`src/rtl/mem_port_arbiter.sv`:
```
// Round-robin owner of the shared memory port: grants one burst requester at a
// time, issues its beats with incrementing addresses and tags returning read data.
module mem_port_arbiter #(
    parameter int NUM_REQ = 3,
    parameter int ADDR_W  = 12,
    parameter int DATA_W  = 16,
    parameter int LEN_W   = 4,
    localparam int ID_W   = $clog2(NUM_REQ)
) (
    input  logic                      clk,
    input  logic                      rst,
    input  logic [NUM_REQ-1:0]        req_valid,
    input  logic [NUM_REQ-1:0]        req_we,
    input  logic [NUM_REQ*ADDR_W-1:0] req_addr,
    input  logic [NUM_REQ*LEN_W-1:0]  req_len,
    input  logic [NUM_REQ*DATA_W-1:0] req_wdata,
    input  logic                      mem_stall,
    input  logic [DATA_W-1:0]         mem_rdata,
    output logic [NUM_REQ-1:0]        grant,
    output logic [NUM_REQ-1:0]        beat,
    output logic [NUM_REQ-1:0]        done,
    output logic                      mem_en,
    output logic                      mem_we,
    output logic [ADDR_W-1:0]         mem_addr,
    output logic [DATA_W-1:0]         mem_wdata,
    output logic                      rvalid,
    output logic [ID_W-1:0]           rid,
    output logic [DATA_W-1:0]         rdata
);

    typedef enum logic [0:0] {ST_IDLE = 1'b0, ST_BURST = 1'b1} state_t;

    state_t              state_r, state_nxt_s;
    logic [ID_W-1:0]     last_r, id_r, sel_s, idx_s, rid_r;
    logic [ADDR_W-1:0]   base_r;
    logic [LEN_W-1:0]    len_r, cnt_r;
    logic                we_r, rvalid_r, sel_found_s, capture_s, advance_s;
    logic [NUM_REQ-1:0]  grant_s, beat_s, done_s;
    logic                mem_en_s, mem_we_s;
    logic [ADDR_W-1:0]   mem_addr_s;
    logic [DATA_W-1:0]   mem_wdata_s;

    logic [ADDR_W-1:0]   addr_a  [NUM_REQ];
    logic [LEN_W-1:0]    len_a   [NUM_REQ];
    logic [DATA_W-1:0]   wdata_a [NUM_REQ];

    for (genvar g = 0; g < NUM_REQ; g++) begin : g_unpack
        assign addr_a[g]  = req_addr[g*ADDR_W +: ADDR_W];
        assign len_a[g]   = req_len[g*LEN_W +: LEN_W];
        assign wdata_a[g] = req_wdata[g*DATA_W +: DATA_W];
    end

    // Round-robin pick: first valid requester after last_r, wrapping; last_r itself scanned last.
    always_comb begin
        sel_s       = '0;
        idx_s       = '0;
        sel_found_s = 1'b0;
        for (int k = 1; k <= NUM_REQ; k++) begin
            idx_s = ID_W'((int'(last_r) + k) % NUM_REQ);
            if (!sel_found_s && req_valid[idx_s]) begin
                sel_found_s = 1'b1;
                sel_s       = idx_s;
            end else begin
                sel_found_s = sel_found_s;
            end
        end
    end

    // Next state and port strobes; nothing is driven while reset is held.
    always_comb begin
        state_nxt_s = state_r;
        grant_s     = '0;
        beat_s      = '0;
        done_s      = '0;
        mem_en_s    = 1'b0;
        mem_we_s    = 1'b0;
        mem_addr_s  = '0;
        mem_wdata_s = '0;
        capture_s   = 1'b0;
        advance_s   = 1'b0;
        case (state_r)
            ST_IDLE: begin
                if (!rst && sel_found_s) begin
                    capture_s      = 1'b1;
                    grant_s[sel_s] = 1'b1;
                    if (len_a[sel_s] == {LEN_W{1'b0}}) begin
                        done_s[sel_s] = 1'b1;
                        state_nxt_s   = ST_IDLE;
                    end else begin
                        state_nxt_s   = ST_BURST;
                    end
                end else begin
                    state_nxt_s = ST_IDLE;
                end
            end
            ST_BURST: begin
                if (!rst && !mem_stall) begin
                    advance_s     = 1'b1;
                    mem_en_s      = 1'b1;
                    mem_we_s      = we_r;
                    mem_addr_s    = base_r + ADDR_W'(cnt_r);
                    mem_wdata_s   = wdata_a[id_r];
                    beat_s[id_r]  = 1'b1;
                    if (cnt_r == len_r - LEN_W'(1)) begin
                        done_s[id_r] = 1'b1;
                        state_nxt_s  = ST_IDLE;
                    end else begin
                        state_nxt_s  = ST_BURST;
                    end
                end else begin
                    state_nxt_s = ST_BURST;
                end
            end
            default: begin
                state_nxt_s = ST_IDLE;
            end
        endcase
    end

    // FSM state register.
    always_ff @(posedge clk) begin
        if (rst) begin
            state_r <= ST_IDLE;
        end else begin
            state_r <= state_nxt_s;
        end
    end

    // Captured burst parameters, beat counter and read-return tag.
    always_ff @(posedge clk) begin
        if (rst) begin
            last_r   <= ID_W'(NUM_REQ - 1);
            id_r     <= '0;
            base_r   <= '0;
            len_r    <= '0;
            we_r     <= 1'b0;
            cnt_r    <= '0;
            rvalid_r <= 1'b0;
            rid_r    <= '0;
        end else begin
            if (capture_s) begin
                last_r <= sel_s;
                id_r   <= sel_s;
                base_r <= addr_a[sel_s];
                len_r  <= len_a[sel_s];
                we_r   <= req_we[sel_s];
                cnt_r  <= '0;
            end else if (advance_s) begin
                cnt_r  <= cnt_r + LEN_W'(1);
            end else begin
                cnt_r  <= cnt_r;
            end
            rvalid_r <= mem_en_s & ~mem_we_s;
            rid_r    <= id_r;
        end
    end

    assign grant     = grant_s;
    assign beat      = beat_s;
    assign done      = done_s;
    assign mem_en    = mem_en_s;
    assign mem_we    = mem_we_s;
    assign mem_addr  = mem_addr_s;
    assign mem_wdata = mem_wdata_s;
    assign rvalid    = rvalid_r;
    assign rid       = rid_r;
    assign rdata     = mem_rdata;

endmodule

```
`config.mk`:
```
export PLATFORM = sky130hd
export DESIGN_NAME = mem_port_arbiter
export DESIGN_NICKNAME = d
export VERILOG_FILES = /design/src/rtl/mem_port_arbiter.sv
export SDC_FILE = /design/constraint.sdc
export NUM_CORES = 1
export LEC_CHECK = 0
export ABC_AREA = 1
export CAP_MARGIN = 0
export CORE_MARGIN = 2
export CORE_UTILIZATION = 36
export DETAILED_ROUTE_END_ITERATION = 10
export GPL_TIMING_DRIVEN = 0
export PLACE_DENSITY = 0.86
export SETUP_SLACK_MARGIN = 0.05
export SYNTH_ARGS = -nofsm -noshare
export SYNTH_HDL_FRONTEND = slang
export SYNTH_SLANG_ARGS = --single-unit
```
`constraint.sdc`:
```
create_clock -name clk -period 3.1 [get_ports clk]
set_clock_uncertainty 0.15 [all_clocks]
set_input_delay 0.31 -clock clk [delete_from_list [all_inputs] [get_ports clk]]
set_output_delay 0.31 -clock clk [all_outputs]
set_load 0.1 [all_outputs]
```
=== After elaboration in Yosys (flattened, before gate mapping) ===
Cells that the tools add are included.

* Word-level logic and storage cells: 96
* Bits in registers: 29
* Output and inout bits: 58
* Bits of input ports: 121

* Muxes and demuxes: 51
* $add $sub $neg: 6
* Eq/ne operators: 1
* Magnitude comparators: 9
* Reductions and logical operators: 12
* Bitwise operators: 5
* Divide/modulo/power cells: 3

{| class="wikitable"
|+ Operator list
! kind !! number
|-
| $mod A32 B3 Y32 const B || 3
|-
| $mux W16 || 4
|-
| $mux W12 || 4
|-
| $bmux W16 S2 || 1
|-
| $bmux W12 S2 || 1
|-
| $mux W3 || 8
|-
| $mux W1 || 19
|-
| $lt A2 B3 Y1 const B || 5
|-
| $add A12 B4 Y12 || 1
|-
| $bmux W1 S2 || 4
|-
| $bmux W4 S2 || 1
|-
| $mux W4 || 2
|-
| $add A2 B2 Y3 const B || 2
|-
| $ge A3 B3 Y1 const B || 2
|-
| $logic_and A1 B1 Y1 || 6
|-
| $mux W2 || 3
|-
| $not A2 Y3 || 2
|-
| $pmux W3 S2 || 1
|-
| $add A4 B1 Y4 const B || 1
|-
| $demux W1 S2 || 2
|-
| $eq A4 B4 Y1 || 1
|-
| $ge A2 B1 Y1 const B || 2
|-
| $logic_not A1 Y1 || 4
|-
| $logic_not A4 Y1 || 1
|-
| other kinds (6) || 7
|}

=== Logic depth before layout (Yosys ltp) ===
Gate-level depths: netlist of run 1.

* Word-level depth: 19
* Gate-level depth with buffers: 17
* Mapped depth without buffers: 16

=== Worst setup path before layout of run 1 ===
OpenSTA, ideal clock, no wires.

* Kind: reg-to-output
* From: register cnt_r[0]
* To: output port mem_addr[10]
* Required time: 2,640 ps
* Path buffers: 0
* Stages on the path, launching flop included: 11
* Path slack: -1,047 ps
* Arrival time: 3,687 ps
* Path through: dfxtp_1 ha_1 inv_1 fa_1 o21ai_0 nand2_1 nor2_1 nand2_1 inv_1 a21oi_1 nor3_1

* Cells in the longest elaborated chain, start to end: 3

{| class="wikitable"
|+ Ends and longest elaborated chain
! element !! line !! RTL
|-
| from (decl) || 36 || <nowiki>logic [LEN_W-1:0] len_r, cnt_r;</nowiki>
|-
| from (signal assigned) || 149 || <nowiki>cnt_r <= cnt_r + LEN_W'(1);</nowiki>
|-
| from (signal assigned) || 151 || <nowiki>cnt_r <= cnt_r;</nowiki>
|-
| $add A12 B4 Y12 || 101 || <nowiki>mem_addr_s = base_r + ADDR_W'(cnt_r);</nowiki>
|-
| $mux W12 || 97 || <nowiki>if (!rst && !mem_stall) begin</nowiki>
|-
| $mux W12 || 81 || <nowiki>case (state_r)</nowiki>
|-
| to (decl) || 24 || <nowiki>output logic [ADDR_W-1:0] mem_addr,</nowiki>
|}

No other way between the ends.

=== Final worst setup path of run 1 ===
* From: register last_r[1]
* To: output port done[1]

* Cells in the longest elaborated chain, start to end: 19
* Elaborated cells on any way between the ends: 36
* Classes of those cells: add/sub (3); div (3); order compare (2); mux (20); bitwise (1); reduce/logical (7)

{| class="wikitable"
|+ Ends and longest elaborated chain
! element !! line !! RTL
|-
| from (decl) || 34 || <nowiki>logic [ID_W-1:0] last_r, id_r, sel_s, idx_s, rid_r;</nowiki>
|-
| from (signal assigned) || 132 || <nowiki>last_r <= ID_W'(NUM_REQ - 1);</nowiki>
|-
| from (signal assigned) || 142 || <nowiki>last_r <= sel_s;</nowiki>
|-
| branches (longest 17 deep; another with $mod A32 B3 Y32) || n/a ||
|-
| $mux W3 (*) || 83 || <nowiki>if (!rst && sel_found_s) begin</nowiki>
|-
| $pmux W3 S2 (*) || 81 ||
|-
| to (decl) || 21 || <nowiki>output logic [NUM_REQ-1:0] done,</nowiki>
|}

Every way passes the cells marked *. The select of a mux whose other input is x is not followed.

==> out/results.txt, run 1 <==
predominant post-synthesis flop cell -> dfxtp_1
# H-tree levels -> 1
post-placement cell count -> 688
sequential power share -> 12.7%
die height -> 89.7 um
top cell type's share of synthesized area -> 21.2%
Worst Tran Pin Value -> 996 ps
vias per inst -> 4.98
Horiz. Die Dim -> 89.7 um
Hold Startpoint -> we_r$_SDFFE_PP0P_
first-pass GRT wire length -> 14.3 mm
crit end category -> primary output
I/O Pins -> 179
total power -> 0.00506 W
most frequent cells in the layout -> clkdlybuf4s50_1 (125), nand2_1 (84), nor2_1 (44)
Pwr Density -> 1050 mW/mm^2
area grow syn2layout -> 82.8%
vias in the first global route -> 3266
Final nets -> 742
Post-Syn Area -> 0.00264 mm^2
R2R Setup Slk -> 570 ps
layout cells sized above 1 -> 27.3%
WS Path Type -> flop to primary output
leading area contributor after synthesis -> dfxtp_1
RSZ-0062 raised after global routing -> yes
fin crit period -> 3130 ps
slowest cell delay on critical path -> 370 ps
Startpoint Class -> flop
hold endpoint -> rvalid$_SDFF_PP0_
gr usage total -> 22.5%
routed len/inst -> 14.3 um
Psw -> 0.00294 W
commonest non-fill, non-tap cell in the layout -> clkdlybuf4s50_1
Syn Area/Cell -> 6.19 um^2
# diodes -> 0
FF-to-FF End -> len_r[0]$_SDFFE_PP0P_
internal power -> 0.00212 W
Clock power frac -> 4.0%
final setup margin -> -33.5 ps
Synth async-reset ratio -> 0%
Mapped Nets -> 559
final-report hold violation count -> 0
Reg clk slew, reported paths -> 100 ps
hold_ws -> 315 ps
hold depth -> 1
hold_buf cts -> 0
slowest library cell on the worst path -> dfxtp_2
Net Sw Frac -> 58.1%
Max-Cap Viols -> 0
VDD IR max -> 539 uV
# DRC -> 0
clk_lat worst skew -> 280 ps
routed wire length -> 10.1 mm
port bufs -> 162
Congestion Overflow GR -> 0
Starting Density -> 36.8%
Hold Crit Class -> flop to flop
worst flop-to-flop path startpoint -> last_r[1]$_SDFFE_PP1P_
Non-Filler Instances -> 707
Post-synth EDFFs -> 0
worst reg2reg path depth -> 15
clock sinks -> 28
gpl congestion -> 0.810
static leakage -> 2.17 nW
Comb pwr share -> 83.3%
Max Transition Viols Final -> 0
sequential area share after synthesis -> 21.2%
Core ar. -> 0.00718 mm^2
Final Cycle Share -> 101%
Gate Count Post-Synth -> 427
Slew headroom -> 33.4%
Worst Path Required -> 2640 ps
Final HPWL DP -> 7.47 mm
clk buf depth -> 2
Detail Route Antenna Nets -> 0
dominant cells by area after synthesis -> dfxtp_1 (21%), nand2_1 (13%), a21oi_1 (8.1%)
final instance area -> 0.00483 mm^2
Setup TNS Final -> -76.8 ps
CTS tree -> yes
largest net degree at the start of global routing -> 15
Distinct cells, synth -> 41
violated checks -> negative setup slack
vias after detailed routing -> 3520
Yosys reg bits -> 28
FMAX -> 319 MHz
die area -> 0.00805 mm^2
DRT Pass-1 Iters -> 4
Num CTS Buffers -> 3
Final Setup Violations -> 3
Layout fillers -> 601
status -> finished, violations left
num rows -> 31
Yosys warning count -> 0
CP arrival -> 2670 ps
Root Driver -> clkbuf_8
DP Area -> 0.00444 mm^2
CP Max Fanout -> 6
Initial DRC Count -> 101
antenna violations before repair -> 0
CP cell instances -> inv_4, ha_4, inv_4, nand2_2, nand3_2, nand2_4, nand3_4, nor2_4, nor2_4, buf_6, nand3_2, nand2_4, nor2_4, nand3_2, o31ai_2, clkbuf_8
[metrics by stage]
step | setup WS [ps] | utilization, %
floorplan | -740 | -
global placement | -822 | 61.8
detailed placement | -862 | 61.8
CTS | 12.6 | 63.1
global route | -136 | 67.3
finish | -33.5 | 67.3
[cells by family (layout without fill, tap and decap cells)]
group / count (synthesis) / in the layout / synth area share [%]
simple gates: 201 / 201 / 34.0
buf+inv: 84 / 265 / 15.4
xor+xnor: 8 / 8 / 2.65
flops: 28 / 28 / 21.2
compound gates: 95 / 95 / 21.3
fa+ha+maj: 11 / 11 / 5.49
[final cells by class]
cell class,count,area [um^2],share of cell area [%]
sequential,28,569,11.8
timing repair buffer,178,1720,35.7
multi-input combinational,315,1950,40.4
buffer,31,211,4.38
tap,99,124,2.56
inverter,53,211,4.38
clock buffer,3,41.3,0.854
[synthesized netlist by cell type, types with 2 or more instances]
cell type / n
dfxtp_1: 28
buf_4: 18
nand3_1: 25
a22oi_1: 10
inv_1: 47
nand3b_1: 3
clkbuf_1: 8
nand2_1: 91
nand2_2: 5
inv_2: 5
o21ai_1: 14
a31oi_1: 2
o21a_1: 2
nor2_2: 9
nand3_2: 2
a21oi_2: 8
ha_1: 10
nor2_1: 53
a21oi_1: 43
o31ai_1: 3
nor3_1: 5
xnor2_1: 4
xor2_1: 4
o21ai_0: 9
nor2_4: 2
nand2_4: 2
[critical path, delay by kind of cell, from the launching register on]
kind	cells	cell delay, ps
compound gates	1	70
fa+ha+maj	1	320
buf+inv	4	520
simple gates	10	1100
flops	1	370
[per-layer routing]
| layer | part of all wire, % | vias up | global-route usage, % |
|---|---|---|---|
| li1 | - | 1745 | - |
| met1 | 38 | 1597 | 24.6 |
| met2 | 52 | 154 | 44.2 |
| met3 | 7.7 | 24 | 4.02 |
| met4 | 2.8 | 0 | 5.29 |
| met5 | 0 | - | 0 |
[state kept, by name, summed over array words and instances (netlist names)]
signal / cells
len_r: 4
id_r: 1
rvalid: 1
cnt_r: 4
we_r: 1
base_r: 12
state_r: 1
rid: 2
last_r: 2
[timing repair]
action | in CTS | in global routing
hold endpoints to repair | 0 | 0
pin swaps | 8 | 18
endpoints found under the setup margin | 37 | 36
buffers inserted | 8 | 8
resized for setup | 193 | 107
[power groups by stage]
stage	Sequential [W]	Clock, W	Combinational, W
6_report	0.000640	0.000203	0.00422
5_1_grt	0.000658	0.000214	0.00454
4_1_cts	0.000633	0.000206	0.00364
3_5_place_dp	0.000635	0	0.00340
3_3_place_gp	0.000624	0	0.00331
2_1_floorplan	0.000664	0	0.00258
[how the worst max path moves through the flow]
stage / startpoint / to / depth (start not counted) / slack (ps)
final: last_r[1]$_SDFFE_PP1P_ / done[1] / 16 / -30
after global routing: last_r[1]$_SDFFE_PP1P_ / done[1] / 16 / -140
after floorplan: len_r[0]$_SDFFE_PP0P_ / done[1] / 7 / -740
after CTS: last_r[1]$_SDFFE_PP1P_ / done[2] / 16 / 10
after global placement: req_valid[2] / done[2] / 14 / -820
after detailed placement: req_valid[2] / done[2] / 14 / -860
No activity file was read; power rests on OpenSTA's default activity.
==> inputs of run 2 (changes only) <==
--- a/config.mk
+++ b/config.mk
@@ -13,6 +13,7 @@
 export GPL_TIMING_DRIVEN = 0
 export PLACE_DENSITY = 0.86
 export SETUP_SLACK_MARGIN = 0.05
+export SLEW_MARGIN = 10
 export SYNTH_ARGS = -nofsm -noshare
 export SYNTH_HDL_FRONTEND = slang
 export SYNTH_SLANG_ARGS = --single-unit
==> results of run 2 <==
No change in the layout: final DEF, timing and power equal those of run 1.
==> inputs of run 3 (changes only) <==
--- a/config.mk
+++ b/config.mk
@@ -6,12 +6,11 @@
 export NUM_CORES = 1
 export LEC_CHECK = 0
 export ABC_AREA = 1
-export CAP_MARGIN = 0
 export CORE_MARGIN = 2
-export CORE_UTILIZATION = 36
+export CORE_UTILIZATION = 35
 export DETAILED_ROUTE_END_ITERATION = 10
 export GPL_TIMING_DRIVEN = 0
-export PLACE_DENSITY = 0.86
+export PLACE_DENSITY = 0.84
 export SETUP_SLACK_MARGIN = 0.05
 export SLEW_MARGIN = 10
 export SYNTH_ARGS = -nofsm -noshare
==> run 3 against run 2 <==
  * The run now ends clean
  * Via count shrank 1.3%
  * Clock-buffer cell count grew 1
  * Sequential share of layout area up 0.32 points
  * Utilization decreased by 2.8 points
  * Global-route usage about the same
  * Clock power up 13%
  * Sequential power is essentially flat
  * Cell count shrank 0.57%
==> out/results.txt, run 3 (same netlist as run 1, synthesis figures left out) <==
status -> completed
# DRC -> 0
slowest library cell on the worst path -> dfxtp_2
Pwr Density -> 1010 mW/mm^2
vias per inst -> 4.94
gpl congestion -> 0.847
DRT Pass-1 Iters -> 4
Reg clk slew, reported paths -> 100 ps
WS Path Type -> flop to primary output
Initial DRC Count -> 98
Worst Path Required -> 2640 ps
worst reg2reg path depth -> 14
R2R Setup Slk -> 670 ps
Starting Density -> 36.3%
first-pass GRT wire length -> 15.6 mm
Horiz. Die Dim -> 90.9 um
Setup TNS Final -> 0 ps
RSZ-0062 raised after global routing -> yes
vias after detailed routing -> 3474
I/O Pins -> 179
# diodes -> 0
fin util -> 64.5%
Num CTS Buffers -> 3
antenna violations before repair -> 0
max reg flops -> 12
Core ar. -> 0.00729 mm^2
hold depth -> 1
commonest non-fill, non-tap cell in the layout -> clkdlybuf4s50_1
# H-tree levels -> 1
Startpoint Class -> flop
layout cells sized above 1 -> 25.2%
CP cell instances -> inv_2, ha_4, buf_4, o21ai_2, nand2_2, nand3_4, nor2_4, nor2_4, inv_4, buf_8, nand2_2, nand2_2, nor2_4, nand3_2, o31ai_2, clkbuf_8
clk buf depth -> 2
die area -> 0.00826 mm^2
FF-to-FF End -> base_r[9]$_SDFFE_PP0P_
clk_lat worst skew -> 280 ps
Slew headroom -> 32.8%
hold_buf cts -> 0
die height -> 90.9 um
clock sinks -> 28
num rows -> 31
worst flop-to-flop path startpoint -> last_r[1]$_SDFFE_PP1P_
Final HPWL DP -> 7.62 mm
fin crit period -> 3040 ps
VDD IR max -> 540 uV
Top delay family on crit path -> simple AND/OR/NAND/NOR gates
area grow syn2layout -> 77.9%
CTS tree -> yes
port bufs -> 162
routed wire length -> 9.77 mm
Root Driver -> clkbuf_8
hold endpoint -> rvalid$_SDFF_PP0_
Max Transition Viols Final -> 0
Layout fillers -> 645
most flop-heavy register -> base_r
gr usage total -> 22.4%
total power -> 0.00474 W
routed len/inst -> 13.9 um
crit end category -> primary output
Hold Startpoint -> we_r$_SDFFE_PP0P_
Congestion Overflow GR -> 0
FMAX -> 329 MHz
CP Max Fanout -> 7
CP arrival -> 2580 ps
Final Setup Violations -> 0
largest net degree at the start of global routing -> 16
Final Cycle Share -> 98.1%
Detail Route Antenna Nets -> 0
slowest cell delay on critical path -> 350 ps
Hold Crit Class -> flop to flop
final-report hold violation count -> 0
Max-Cap Viols -> 0
vias in the first global route -> 3559
largest registers -> base_r x12, cnt_r x4, len_r x4
Final nets -> 737
static leakage -> 2.12 nW
Worst Tran Pin Value -> 1000 ps
most frequent cells in the layout -> clkdlybuf4s50_1 (125), nand2_1 (88), nor2_1 (45)
Bufs and invs on worst path -> 5
run 3: changes by cell type in the layout (fill, tap and decap cells not counted), moves of 2 or more:
cell	delta
clkbuf_4	+2
clkdlybuf4s15_2	+2
o21ai_2	+2
buf_4	-3
buf_12	-2
o21ai_4	-2
buf_6	-6
nand3_2	-3
clkbuf_8	+2
inv_4	-2
nand2_1	+4
nand2_4	-4
nand3_1	+4
run 3: layout make-up:
cell class	instances	area [um^2]	share of cell area, %
buffer	31	209	4.44
clock buffer	4	55.1	1.17
inverter	53	206	4.39
multi-input combinational	315	1880	39.9
sequential	28	569	12.1
tap	99	124	2.63
timing repair buffer	173	1660	35.4
run 3: repair_timing:
item,CTS,global route
resized for setup,179,82
endpoints found under the setup margin,37,34
pin swaps,7,9
buffers inserted,9,2
run 3: power by group:
part	internal [W]	total, W	switching [W]
combinational	0.00134	0.00387	0.00252
sequential	0.000518	0.000640	0.000122
clock	0.000114	0.000230	0.000116
run 3: per-stage QoR:
step	cell area, um^2	worst slack [ps]	hold slack (ps)	std cells
finish	4700	59.3	314	703
global route	4700	-73.8	336	703
CTS	4580	7.60	314	701
detailed placement	4440	-881	299	688
global placement	4440	-837	283	688
floorplan	2690	-740	222	427
run 3: how the worst max path moves through the flow:
stage | startpoint | endpoint | slack, ps | cells past startpoint
4_1_cts | last_r[0]$_SDFFE_PP0P_ | done[2] | 8 | 16
5_1_grt | last_r[1]$_SDFFE_PP1P_ | done[2] | -70 | 16
3_3_place_gp | rst | mem_wdata[7] | -840 | 10
3_5_place_dp | req_valid[2] | done[2] | -880 | 14
2_1_floorplan | len_r[0]$_SDFFE_PP0P_ | done[1] | -740 | 7
6_report | last_r[1]$_SDFFE_PP1P_ | done[2] | 60 | 16
run 3: layer usage:
metal	vias up	track usage [%]	part of all wire, %
met4	0	6.82	2.1
met2	154	43.4	53
met3	22	5.93	8.1
met1	1575	23.4	37
met5	-	0	0
li1	1723	-	-
